**src/rtl/sklansky_pkg.sv**
```systemverilog
// Shared width parameters and elaboration helpers for the Sklansky prefix adder.
// Pure constants and constant functions; no latency or flow-control behaviour.
package sklansky_pkg;

    localparam int DEFAULT_WIDTH = 32;

    function automatic bit width_is_legal(input int w);
        return (w == 8) || (w == 16) || (w == 32) || (w == 64);
    endfunction

    function automatic int log2_ceil(input int value);
        int r;
        r = 0;
        while ((1 << r) < value) begin
            r++;
        end
        return r;
    endfunction

endpackage

```
**src/rtl/sklansky_pg_cell.sv**
```systemverilog
// Prefix node: merges a high (g,p) group with the adjacent lower group.
// Purely combinational, zero latency, no flow control.
module sklansky_pg_cell (
    input  logic gh_i,
    input  logic ph_i,
    input  logic gl_i,
    input  logic pl_i,
    output logic g_o,
    output logic p_o
);

    assign g_o = gh_i | (ph_i & gl_i);
    assign p_o = ph_i & pl_i;

endmodule

```
**src/rtl/pipelined_sklansky_adder.sv**
```systemverilog
// Pipelined Sklansky add/sub, latency LEVELS+2; one register per prefix level.
// Backpressure: every stage freezes while out_valid && !out_ready; in_ready mirrors advance.
module pipelined_sklansky_adder
    import sklansky_pkg::*;
#(
    parameter int WIDTH = DEFAULT_WIDTH
) (
    input  logic             clk,
    input  logic             rst,
    input  logic             in_valid,
    output logic             in_ready,
    input  logic [WIDTH-1:0] a,
    input  logic [WIDTH-1:0] b,
    input  logic             cin,
    input  logic             sub,
    output logic             out_valid,
    input  logic             out_ready,
    output logic [WIDTH-1:0] sum,
    output logic             cout,
    output logic             ovf
);

    localparam int LEVELS = log2_ceil(WIDTH);

    if (!width_is_legal(WIDTH)) begin : g_bad_width
        $error("pipelined_sklansky_adder: WIDTH must be 8, 16, 32 or 64");
    end

    logic                         advance;
    logic [WIDTH-1:0]             b_eff;
    logic [WIDTH-1:0]             g0_d;
    logic [WIDTH-1:0]             p0_d;
    logic                         c0_d;

    logic [LEVELS:0]              v_q;
    logic [LEVELS:0]              c_q;
    logic [LEVELS:0][WIDTH-1:0]   g_q;
    logic [LEVELS:0][WIDTH-1:0]   p_q;
    logic [LEVELS:0][WIDTH-1:0]   x_q;
    logic [LEVELS-1:0][WIDTH-1:0] g_d;
    logic [LEVELS-1:0][WIDTH-1:0] p_d;

    logic [WIDTH-1:0]             carry_d;
    logic [WIDTH-1:0]             sum_d;
    logic                         cout_d;
    logic                         ovf_d;

    logic [WIDTH-1:0]             sum_q;
    logic                         cout_q;
    logic                         ovf_q;
    logic                         out_valid_q;

    assign advance  = !out_valid_q || out_ready;
    assign in_ready = advance;

    assign b_eff = sub ? ~b : b;
    assign c0_d  = sub ? 1'b1 : cin;
    assign g0_d  = a & b_eff;
    assign p0_d  = a ^ b_eff;

    // Level k: bit i with bit k set absorbs the group ending just below its 2^k-aligned block.
    for (genvar k = 0; k < LEVELS; k++) begin : g_level
        for (genvar i = 0; i < WIDTH; i++) begin : g_bit
            if (((i >> k) % 2) == 1) begin : g_node
                localparam int J = ((i >> k) << k) - 1;
                sklansky_pg_cell u_cell (
                    .gh_i (g_q[k][i]),
                    .ph_i (p_q[k][i]),
                    .gl_i (g_q[k][J]),
                    .pl_i (p_q[k][J]),
                    .g_o  (g_d[k][i]),
                    .p_o  (p_d[k][i])
                );
            end else begin : g_pass
                assign g_d[k][i] = g_q[k][i];
                assign p_d[k][i] = p_q[k][i];
            end
        end
    end

    // Carry-in is applied after the tree, so group P over [i:0] is still meaningful here.
    assign carry_d = g_q[LEVELS] | (p_q[LEVELS] & {WIDTH{c_q[LEVELS]}});
    assign sum_d   = x_q[LEVELS] ^ {carry_d[WIDTH-2:0], c_q[LEVELS]};
    assign cout_d  = carry_d[WIDTH-1];
    assign ovf_d   = carry_d[WIDTH-1] ^ carry_d[WIDTH-2];

    always_ff @(posedge clk or posedge rst) begin
        if (rst) begin
            v_q         <= '0;
            c_q         <= '0;
            g_q         <= '0;
            p_q         <= '0;
            x_q         <= '0;
            sum_q       <= '0;
            cout_q      <= 1'b0;
            ovf_q       <= 1'b0;
            out_valid_q <= 1'b0;
        end else if (advance) begin
            v_q    <= {v_q[LEVELS-1:0], in_valid};
            c_q    <= {c_q[LEVELS-1:0], c0_d};
            g_q[0] <= g0_d;
            p_q[0] <= p0_d;
            x_q[0] <= p0_d;
            for (int k = 0; k < LEVELS; k++) begin
                g_q[k+1] <= g_d[k];
                p_q[k+1] <= p_d[k];
                x_q[k+1] <= x_q[k];
            end
            sum_q       <= sum_d;
            cout_q      <= cout_d;
            ovf_q       <= ovf_d;
            out_valid_q <= v_q[LEVELS];
        end
    end

    assign out_valid = out_valid_q;
    assign sum       = sum_q;
    assign cout      = cout_q;
    assign ovf       = ovf_q;

    property p_hold_when_stalled;
        @(posedge clk) disable iff (rst)
        (out_valid && !out_ready) |=> (out_valid && $stable(sum) && $stable(cout) && $stable(ovf));
    endproperty
    a_hold_when_stalled: assert property (p_hold_when_stalled);

endmodule
```
**config.mk**
```make
export PLATFORM = sky130hd
export DESIGN_NAME = pipelined_sklansky_adder
export DESIGN_NICKNAME = d
export VERILOG_FILES = /design/src/rtl/sklansky_pkg.sv /design/src/rtl/sklansky_pg_cell.sv /design/src/rtl/pipelined_sklansky_adder.sv
export SDC_FILE = /design/constraint.sdc
export NUM_CORES = 1
export LEC_CHECK = 0
export ABC_AREA = 1
export CAP_MARGIN = 25
export CORE_MARGIN = 4
export CORE_UTILIZATION = 54
export CTS_CLUSTER_DIAMETER = 150
export DETAILED_ROUTE_END_ITERATION = 7
export PLACE_DENSITY = 0.73
export SLEW_MARGIN = 20
export SYNTH_ARGS = -nofsm -noshare
export SYNTH_HDL_FRONTEND = slang
export SYNTH_SLANG_ARGS = --single-unit
export TNS_END_PERCENT = 30
```
**constraint.sdc**
```tcl
create_clock -name clk -period 17.7 [get_ports clk]
set_input_delay 2.655 -clock clk [delete_from_list [all_inputs] [get_ports clk]]
set_output_delay 2.655 -clock clk [all_outputs]
set_load 0.01 [all_outputs]
```
==> flow_metrics.tcl <==
set metrics [dict create \
    synth_edf_count 0 \
    relSlewSlack 0.298 \
    max_freq_mhz 143 \
    routabilityCongestion 0.767 \
    grt_pass1_wl_mm 74.9 \
    cp_max_fo 123 \
    rsz0062_at_grt "false" \
    multiInputGateArea_um2 6700 \
    grt_antenna_before_repair 0 \
    pre_cts_slack_ns 10.67 \
    drive_above_1_share 0.0427 \
    io_buffers 105 \
    end_kind "output port" \
    synth_xor_area_frac 0.0125 \
    fp.dieW_um 212 \
    yosys-top-cells-area "dfrtp_1 63%, nand2_1 13%, o21ai_0 9.0%, inv_1 4.1%, a21oi_1 2.5%" \
    tritoncts "yes" \
    start_kind "primary input" \
    grt_max_degree 209 \
    synth_top_family_by_area "simple AND/OR/NAND/NOR gates" \
    cts-buffers-inserted 53 \
    post_cts_resized 0 \
    synth_top_cell_by_area "dfrtp_1" \
    viasPerCell 5.20 \
    dp.cells 2894 \
    synthTopCellsByCount "774 x nand2_1, 560 x dfrtp_1, 401 x o21ai_0" \
    syn_area_um2 22400 \
    finalHoldViolations 0 \
    yosys.area_share.simple 0.138 \
    leakage_nw 12.0 \
    wl_mm 44.2 \
    hold_path_class "reg -> reg" \
    skew_ns 0.0163 \
    yosysMostFrequentCell "nand2_1" \
    fin_tns_setup_ns 0 \
    die_h_um 212 \
    num_rows 74 \
    syn_avg_cell_area_um2 9.42 \
    period_share 0.395 \
    synth_compound_area_frac 0.130 \
    grt_overflow_total 0 \
    finalSetupViolations 0 \
    clkLatencyLatePin_ns 0.57 \
    cts.sinks 560 \
    tightestPinTransition_ns 1.05 \
    drc 0 \
    seqCellArea_um2 14000 \
    synth_fa_ha_area_frac 0.0185 \
    drv_cap 0 \
    cts_setup_buffers 0 \
    synth-seq-cells 560 \
    power_density_nw_per_um2 166 \
    vias 15600 \
    grt_use_total 0.200 \
    required_ns 15.05 \
    cts_buffer_depth 3 \
    drt-initial-drc-count 1504 \
    first_pass_iters 5 \
    synth_warnings 0 \
    clockRootBuffer "clkbuf_16" \
    nFillCells 3378 \
    initial_core_util 0.546 \
    crit_arrival_ns 4.34 \
    wl_per_cell_um 14.8 \
    slew_viol_final 0 \
    synth_fp_nets 2476 \
    yosys_most_used_dff "dfrtp_1" \
    syn_to_final_growth_pct 13.4 \
    diodes 0 \
    crit_type "in -> out" \
    async_flop_share 1.00 \
    timing.hold.ws_ns 0.463 \
    grt_pass1_vias 14900 \
    outcome "completed" \
    fin_cells 2993 \
    min_period_ns 7.00 \
    ir_worst_vdd_uv 119 \
    fin_util 0.619 \
    core_area_um2 40900 \
    synth_top_area_frac 0.627 \
    htree_num_levels 2 \
    yosys.cell_types.count 19 \
    path_clk_slew_ns 0.06 \
    antenna_left 0 \
    postLayoutSetupSlackWorst_ns 10.70 \
    nets 2524 \
    holdBufCountCts 0 \
    fp.dieArea_um2 44700 \
    dp.final_hpwl_mm 27.0 \
    pin_count 106 \
    synth_mux_area_frac 0 \
    synth_cells 2373 \
    ys_seq_area_frac 0.627 \
]
through the flow:
step,instance area [µm²],power (W)
6_report,25400,0.00421
5_1_grt,25400,0.00451
4_1_cts,25300,0.00423
3_5_place_dp,23500,0.00306
3_3_place_gp,23500,0.00300
2_1_floorplan,22400,0.00273
power breakdown:
part,switching [W],internal [W],total (W)
Combinational,0.000663,0.000370,0.00103
Sequential,0.000271,0.00175,0.00202
Clock,0.000467,0.000688,0.00116
placed cells by master, fill, tap and decap left out:
master / netlist / final
nand2_1: 774 / 774
dfrtp_1: 560 / 560
o21ai_0: 401 / 401
inv_1: 242 / 241
a21oi_1: 110 / 110
clkdlybuf4s50_1: 0 / 104
o22ai_1: 56 / 56
clkbuf_16: 0 / 53
nand3_1: 33 / 33
ha_1: 33 / 33
xor2_1: 32 / 32
clkbuf_8: 0 / 12
clkbuf_1: 31 / 11
buf_4: 5 / 10
clkinv_2: 0 / 8
bufinv_16: 0 / 6
clkinvlp_4: 0 / 4
buf_12: 8 / 4
inv_6: 0 / 2
buf_16: 0 / 2
nor2_1: 1 / 1
inv_2: 2 / 1
nand2_8: 0 / 1
inv_8: 0 / 1
buf_2: 79 / 1
cell families (layout without fill, tap and decap cells):
logic type,count (synthesis),in the layout
adder cells (fa/ha/maj),33,33
AND/OR/NAND/NOR,809,809
AO/OA/AOI/OAI,567,567
flip-flops,560,560
buffers and inverters,372,460
XOR/XNOR,32,32
critical path, stage by stage:
cell and delay, ns:
clkdlybuf4s50_1 0.47, inv_2 0.06, nand2_8 0.45, clkdlybuf4s50_1 0.67
worst paths after layout:
check / startpoint / endpoint / slack (ns) / cells past startpoint
max: out_ready / in_ready / 10.70 / 4
min: v_q[5] / out_valid / 0.46 / 2
max reg2reg: out_valid / p_d[141] / 14.25 / 5
min reg2reg: v_q[5] / out_valid / 0.46 / 2
max in group asynchronous: rst / x_q[63] / 12.91 / 5
min in group asynchronous: rst / p_q[165] / 2.41 / 2
final cells by class:
| type | count | share of cell area |
|---|---|---|
| flip-flops and latches | 560 | 0.553 |
| multi-input cells | 1441 | 0.264 |
| clock buffers | 76 | 0.0605 |
| repair buffers | 121 | 0.0496 |
| inverters | 244 | 0.0366 |
| well taps | 532 | 0.0263 |
| clock inverters | 19 | 0.0103 |
registers in the layout, summed over array words and instances, names as in the netlist:
| register | flops |
|---|---|
| g_q | 112 |
| sum | 32 |
| g_d | 80 |
| ovf | 1 |
| out_valid | 1 |
| c_q | 6 |
| v_q | 6 |
| p_q | 96 |
| x_q | 161 |
| p_d | 64 |
| cout | 1 |
per-layer routing:
metal,global-route usage,up-vias,wire length (µm)
met1,0.340,7473,22600
met5,0,-,0
met2,0.273,390,18500
met3,0.0295,62,2410
li1,-,7649,-
met4,0.0409,0,715
Note: power is estimated with default switching activity, not from simulation.
